<file path="config.mk">
export PLATFORM = sky130hd
export DESIGN_NAME = wb_lsu_master
export DESIGN_NICKNAME = d
export VERILOG_FILES = /design/src/rtl/wb_lsu_master.sv
export SDC_FILE = /design/constraint.sdc
export NUM_CORES = 1
export LEC_CHECK = 0
export BUFFER_PORTS_ARGS = -buffer_cell sky130_fd_sc_hd__buf_2
export CAP_MARGIN = 10
export CORE_MARGIN = 5
export CORE_UTILIZATION = 41
export CTS_BUF_LIST = sky130_fd_sc_hd__clkbuf_16
export DETAILED_ROUTE_END_ITERATION = 10
export GPL_TIMING_DRIVEN = 0
export PLACE_DENSITY = 0.66
export SLEW_MARGIN = 30
export SYNTH_ARGS = -nofsm -noshare
export SYNTH_HDL_FRONTEND = slang
export SYNTH_SLANG_ARGS = --single-unit
</file>
<file path="constraint.sdc">
create_clock -name clk -period 2.8 [get_ports clk]
set_input_delay 0.14 -clock clk [delete_from_list [all_inputs] [get_ports clk]]
set_output_delay 0.14 -clock clk [all_outputs]
set_load 0.01 [all_outputs]
</file>
<file path="src/rtl/wb_lsu_master.sv">
// Load/store bus master: turns CPU byte/half/word requests into single-word
// stb/ack bus cycles, with read-modify-write for sub-word stores.
module wb_lsu_master #(
    parameter int TIMEOUT = 16
) (
    input  logic        clk,
    input  logic        rst_n,
    input  logic        req,
    input  logic        we,
    input  logic [1:0]  size,
    input  logic        sext,
    input  logic [31:0] addr,
    input  logic [31:0] wdata,
    output logic [31:0] rdata,
    output logic        done,
    output logic        busy,
    output logic        err_align,
    output logic        err_bus,
    output logic [31:0] dat_o,
    output logic [31:0] adr_o,
    output logic        we_o,
    output logic        stb_o,
    input  logic [31:0] dat_i,
    input  logic        ack_i,
    output logic [2:0]  state_dbg
);

    // Bus handshake: a beat completes on a rising edge where stb_o and ack_i
    // are both high; stb_o, adr_o, we_o and dat_o stay stable until then.

    typedef enum logic [2:0] {
        S_IDLE  = 3'd0,
        S_ALERR = 3'd1,
        S_RD    = 3'd2,
        S_RDCAP = 3'd3,
        S_WR    = 3'd4,
        S_FIN   = 3'd5
    } state_t;

    localparam logic [7:0] TMAX = 8'(TIMEOUT - 1);

    state_t      state, state_nx;
    logic [31:0] addr_q;
    logic        we_q;
    logic [1:0]  size_q;
    logic        sext_q;
    logic [15:0] wdata_q;
    logic [7:0]  cnt;
    logic        err_a_q, err_b_q;
    logic        misaligned;
    logic        timed_out;
    logic [4:0]  lane_sh;
    logic [7:0]  lane_byte;
    logic [15:0] lane_half;
    logic [31:0] load_ext;
    logic [31:0] merged;

    assign state_dbg = state;
    assign adr_o     = {addr_q[31:2], 2'b00};
    assign timed_out = (cnt == TMAX);
    assign lane_sh   = {addr_q[1:0], 3'b000};

    always_comb begin
        misaligned = 1'b0;
        case (size)
            2'b00:   misaligned = 1'b0;
            2'b01:   misaligned = addr[0];
            2'b10:   misaligned = (addr[1:0] != 2'b00);
            default: misaligned = 1'b1;
        endcase
    end

    always_ff @(posedge clk or negedge rst_n) begin
        if (!rst_n) state <= S_IDLE;
        else        state <= state_nx;
    end

    always_comb begin
        state_nx = state;
        case (state)
            S_IDLE: begin
                if (req) begin
                    if (misaligned)                 state_nx = S_ALERR;
                    else if (we && size == 2'b10)   state_nx = S_WR;
                    else                            state_nx = S_RD;
                end
            end
            S_ALERR: state_nx = S_FIN;
            S_RD: begin
                if (ack_i)          state_nx = S_RDCAP;
                else if (timed_out) state_nx = S_FIN;
            end
            S_RDCAP: state_nx = we_q ? S_WR : S_FIN;
            S_WR: begin
                if (ack_i || timed_out) state_nx = S_FIN;
            end
            S_FIN:   state_nx = S_IDLE;
            default: state_nx = S_IDLE;
        endcase
    end

    always_comb begin
        stb_o     = (state == S_RD) || (state == S_WR);
        we_o      = (state == S_WR);
        done      = (state == S_FIN);
        busy      = (state != S_IDLE);
        err_align = (state == S_FIN) && err_a_q;
        err_bus   = (state == S_FIN) && err_b_q;
    end

    // Lane extraction for loads and lane merge for sub-word stores.
    always_comb begin
        lane_byte = dat_i[lane_sh +: 8];
        lane_half = addr_q[1] ? dat_i[31:16] : dat_i[15:0];
        load_ext  = dat_i;
        merged    = dat_i;
        case (size_q)
            2'b00: begin
                load_ext = {{24{sext_q & lane_byte[7]}}, lane_byte};
                merged[lane_sh +: 8] = wdata_q[7:0];
            end
            2'b01: begin
                load_ext = {{16{sext_q & lane_half[15]}}, lane_half};
                if (addr_q[1]) merged[31:16] = wdata_q;
                else           merged[15:0]  = wdata_q;
            end
            default: begin
                load_ext = dat_i;
                merged   = dat_i;
            end
        endcase
    end

    always_ff @(posedge clk or negedge rst_n) begin
        if (!rst_n) begin
            addr_q  <= '0;
            we_q    <= 1'b0;
            size_q  <= 2'b00;
            sext_q  <= 1'b0;
            wdata_q <= '0;
            rdata   <= '0;
            dat_o   <= '0;
            cnt     <= '0;
            err_a_q <= 1'b0;
            err_b_q <= 1'b0;
        end else begin
            // Counter only runs while strobing; RDCAP clears it before WR.
            if (state == S_RD || state == S_WR) cnt <= cnt + 8'd1;
            else                                cnt <= '0;

            case (state)
                S_IDLE: begin
                    if (req) begin
                        addr_q  <= addr;
                        we_q    <= we;
                        size_q  <= size;
                        sext_q  <= sext;
                        wdata_q <= wdata[15:0];
                        err_a_q <= 1'b0;
                        err_b_q <= 1'b0;
                        if (we && size == 2'b10) dat_o <= wdata;
                    end
                end
                S_ALERR: err_a_q <= 1'b1;
                S_RD, S_WR: begin
                    if (!ack_i && timed_out) err_b_q <= 1'b1;
                end
                S_RDCAP: begin
                    if (we_q) dat_o <= merged;
                    else      rdata <= load_ext;
                end
                default: ;
            endcase
        end
    end

endmodule

</file>
### After elaboration in Yosys (flattened, before gate mapping)

Index checks and enable logic that the tools add are counted.

* register bits after elaboration: 129
* input port bits: 104
* output and inout port bits: 105
* logic and storage cells: 80

* add/sub/neg operators: 2
* eq/ne operators: 15
* shift operators: 3
* muxes and demuxes: 24
* bitwise operators: 3
* reductions and logical operators: 22

Operators with widths (number)
* one-hot mux 32 bit (2 select lines): 3
* two-way mux 32 bit: 3
* two-way mux 16 bit: 3
* bitwise mux 32 bit: 1
* variable shift 8 x 7 -> 32 bit, first input constant: 1
* indexed part select 32 x 6 -> 8 bit: 1
* indexed part select 8 x 7 -> 32 bit: 1
* two-way mux 3 bit: 6
* one-hot mux 3 bit (5 select lines): 1
* adder 8 x 1 -> 8 bit, second input constant: 1
* == test 8 x 4 -> 1 bit, second input constant: 1
* two-way mux 8 bit: 1
* != test 2 bit, second input constant: 4
* nonzero test 2 bit: 4
* negation 5 -> 7 bit: 1
* == test 3 x 2 -> 1 bit, second input constant: 2
* == test 3 bit, second input constant: 2
* AND reduction 2 bit: 3
* AND reduction 3 bit: 2
* == test 2 x 1 -> 1 bit, second input constant: 2
* logical AND 1 bit: 4
* zero test 2 bit: 2
* one-hot mux 1 bit (2 select lines): 2
* AND reduction 4 bit: 1
* other kinds (13): 17

### Longest topological paths before layout

* depth in word-level cells: 6
* gate-level depth with buffers: 10
* mapped depth without buffers: 6

### Worst setup path before layout

OpenSTA, ideal clock, no wires.

* kind: register to register
* from: register addr_q[1]
* to: register dat_o[19]
* setup time: 0.064 ns
* data arrival time: 2.456 ns
* data required time: 2.736 ns
* slack: 0.280 ns
* cell stages (with the launch flop): 11
* path buffers: 4
* clock period less this slack: 2.520 ns
* cells stage by stage: dfrtp_1 clkbuf_8 buf_4 clkinv_1 buf_2 ha_1 nor3b_1 buf_2 nand3_1 a311oi_1 a21o_1

* word-level cells in the longest chain between the ends: 6
* elaborated cells between the ends (all ways): 8
* those cells by class: add/sub: 1; shift: 2; mux: 5

RTL lines
* from (decl): line 43 `logic [31:0] addr_q;`
* from (signal assigned): line 154 `addr_q <= addr;`
* negation 5 -> 7 bit: line 120 `merged[lane_sh +: 8] = wdata_q[7:0];`
* indexed part select 8 x 7 -> 32 bit / variable shift 8 x 7 -> 32 bit (equally long branches): line 120
* bitwise mux 32 bit: line 120
* one-hot mux 32 bit (2 select lines) (*): line 117 `case (size_q)`
* two-way mux 32 bit (*): line 169 `if (we_q) dat_o <= merged;`
* one-hot mux 32 bit (2 select lines) (*): line 151 `case (state)`
* to (signal assigned): line 161 `if (we && size == 2'b10) dat_o <= wdata;`
* to (signal assigned): line 169
* to (decl): line 19 `output logic [31:0] dat_o,`

Mark *: on every way between the ends. The rest lies on a longest branch, timed or not. The select of a mux whose other input is x is not followed.
A chain may end at the register's enable or synchronous reset.

### Worst setup path after layout

Ends and elaborated chain as after synthesis.

==> summary.txt <==
Routing
  – Avg Vias per Cell: 5.37
  – Final ANT Viol Nets: 0
  – Drt initial violations: 564
  – WL/cell: 19.1 um
  – Routed WL: 22500 um
  – Vias: 6338
  – DR pass1 iterations: 5
  – Drt drc: 0

Floorplan
  – Horiz. Die Dim: 139 um
  – Die Area: 0.0195 mm^2
  – Ports: 209
  – Row Count: 47
  – Core area: 0.0165 mm^2
  – Die Span Y: 139 um
  – Initial Utilization: 0.416

Yosys
  – Post-synth top area share: 0.470
  – Largest family of logic cells by synthesized area: compound AO/OA/AOI/OAI gates
  – Sequential fraction of the synthesis area: 0.470
  – Synth async-reset ratio: 1.00
  – Synth Area in Compound Gates: 0.204
  – Synth unique cells: 65
  – Most used DFF post-synth: dfrtp_1
  – Cell Area, Synth: 0.00687 mm^2
  – Area leader, netlist: dfrtp_1
  – Post-synthesis adder-cell area fraction: 0.0109
  – Synthesized flop and latch total: 129
  – Synth top area cells: dfrtp_1 47%, mux2_2 8.2%, nor2_1 4.2%
  – Mux share of post-synthesis cell area: 0.0863
  – Mean post-synth cell area: 10.3 um^2
  – Synth Area in Simple Gates: 0.136
  – Synth Warn #: 0
  – Synth Area in XOR/XNOR: 0.00765
  – Mapped Cells: 667
  – Number of flops mapped to enable cells by yosys: 0

Timing
  – Hold Vio Cnt, Final: 0
  – Fin crit share: 0.944
  – Worst Tran Pin Value: 0.829 ns
  – PnR worst setup slack: 0.157 ns
  – Final hold slack: 0.0125 ns
  – Crit path time final: 2.64 ns
  – Clock Skews: 0.00670 ns
  – Final setup fails: 0
  – Relative slew slack: 0.443
  – Slew Viols, Final: 0
  – Fmax: 0.378 GHz

Global routing
  – First-pass GRT wire length: 35700 um
  – Vias in the first global route: 6558
  – Initial antenna violation count: 0
  – All-Layer GR Usage: 0.231
  – Largest net degree at the start of global routing: 67
  – Remaining Overflow, GRT: 0

Critical path
  – Crit path from: addr_q[1]$_DFFE_PN0P_
  – CP endpoint: dat_o[19]$_DFFE_PN0P_
  – Worst r2r src: addr_q[1]$_DFFE_PN0P_
  – Reg2Reg Setup Slack: 0.16 ns
  – Req. time, crit path: 3.16 ns
  – CP Data Arrival Time: 3.00 ns
  – Worst reg2reg endpoint: dat_o[19]$_DFFE_PN0P_
  – Worst Setup End Kind: register
  – Crit start category: register
  – Critical path fanouts, max: 20
  – Worst Reg-to-Reg Cells: 9
  – CP Class: reg2reg

Cells and area
  – Final Non-Filler Cells: 1180
  – Syn-to-layout area delta: 36.1%
  – Fin area: 0.00935 mm^2
  – Fill cell count: 1464
  – Layout net count: 1058
  – N_diodes: 0
  – Share of layout cells above drive strength 1: 0.389
  – Commonest non-fill, non-tap cell in the layout: buf_2
  – Most frequent cells in the layout: 218 x buf_2, 129 x dfrtp_1, 76 x nor2_1

Pwr
  – Pint: 6.14 mW
  – Final Total Pwr: 9.95 mW
  – Power per cell area: 1060 mW/mm^2
  – Seq pwr share: 0.337
  – Peak VDD IR: 0.000543 V
  – Switch share: 0.382
  – Comb power frac: 0.452
  – P_sw: 3.80 mW
  – Leak: 4.40 nW
  – Clock share of power: 0.211

Placement
  – Post-place setup slack: -0.328 ns
  – Post-DP HPWL: 16700 um
  – Placed Area: 0.00822 mm^2
  – Port Buffer Count: 206
  – Placer Congestion: 0.936
  – Placed Cells incl. Taps: 1095

Clock network
  – H-tree levels: 4
  – Postcts setup bufs: 0
  – Clock slew at the register clock pins of the worst setup and hold paths: 0.06 ns
  – Clk Latency, worst-skew pair: 0.42 ns
  – TritonCTS clock tree: built
  – Maximum clock path buffer count: 2
  – CTS buffer count: 17
  – Clk root buf: clkbuf_16
  – Clock sinks: 129

Outcome
  – Status: completed

Min path
  – Hold Crit Class: in2reg
  – Hold Path Origin: dat_i[19]
  – Hold Path Stages: 3

Run
  – Max_cap viols: 0
==> state kept, by name (all words and copies together) (netlist names) <==
| signal | flops |
|---|---|
| size_q | 2 |
| rdata | 32 |
| cnt | 8 |
| wdata_q | 16 |
| state_dbg | 3 |
| sext_q | 1 |
| err_b_q | 1 |
| we_q | 1 |
| dat_o | 32 |
| err_a_q | 1 |
| addr_q | 32 |
==> cell usage after synthesis, drive strengths merged (7+ instances only) <==
cell      n
inv      14
nor2     76
a21oi    42
clkbuf   24
a221oi   19
o31ai    18
o21ai    20
o211ai   14
a21o     14
a222oi    7
buf      55
nand3    27
o22a      8
a22o     20
nand2    53
mux2     50
dfrtp   129
a311oi    8
==> worst min-delay path by stage <==
stage / endpoint / slack (ns)
after floorplan: addr_q[0]$_DFFE_PN0P_ / -0.16
after global placement: err_b_q$_DFFE_PN0P_ / 0.36
after detailed placement: cnt[1]$_DFF_PN0_ / 0.13
after CTS: rdata[21]$_DFFE_PN0P_ / 0.0006
after global routing: rdata[21]$_DFFE_PN0P_ / 0.006
final: rdata[19]$_DFFE_PN0P_ / 0.01
==> layer usage <==
metal  GRT usage  part of all wire  vias up
met2       0.364              0.47      276
met3      0.0593             0.073       51
met1       0.309              0.42     3049
met5           0                 0        -
li1            -                 -     2962
met4      0.0870             0.032        0
==> stage by stage <==
step	utilization	TNS [ns]
floorplan	-	0
global placement	0.495	-33.27
detailed placement	0.497	-2.42
CTS	0.565	0
global route	0.566	-0.0121
finish	0.566	0
==> power by group through the flow <==
stage | Sequential, mW | Clock, mW | Combinational (mW)
6_report | 3.36 | 2.10 | 4.49
5_1_grt | 3.46 | 2.21 | 4.89
4_1_cts | 3.35 | 2.14 | 4.49
3_5_place_dp | 3.37 | 0 | 4.38
3_3_place_gp | 3.35 | 0 | 4.30
2_1_floorplan | 3.42 | 0 | 2.70
==> cell families after synthesis <==
kind of cell / count (synthesis)
xor+xnor: 6
simple gates: 195
buf+inv: 94
fa+ha+maj: 6
other cells: 1
compound gates: 183
flops: 129
mux: 53
==> area by class of cell <==
type / count / area, um^2 / area share
inverters: 15 / 57.6 / 0.00615
clock buffers: 17 / 425 / 0.0455
repair buffers: 263 / 1630 / 0.174
multi-input cells: 445 / 3090 / 0.330
flip-flops and latches: 129 / 3230 / 0.345
well taps: 220 / 275 / 0.0294
plain buffers: 77 / 523 / 0.0559
clock inverters: 14 / 125 / 0.0134
==> worst max-delay path, stage by stage, from the launching register on <==
cell and delay (ns):
dfrtp_1 0.39, clkbuf_8 0.18, buf_4 0.18, clkinv_2 0.28
ha_2 0.51, nor3b_4 0.29, buf_4 0.23, nand3_1 0.09
a311oi_1 0.30, a21o_1 0.12
==> repair_timing <==
action,CTS,global route
endpoints found under the hold margin,121,0
hold buffers,56,0
gates resized for setup,3,5
endpoints found under the setup margin,21,11
(Power assumes the default switching activity.)
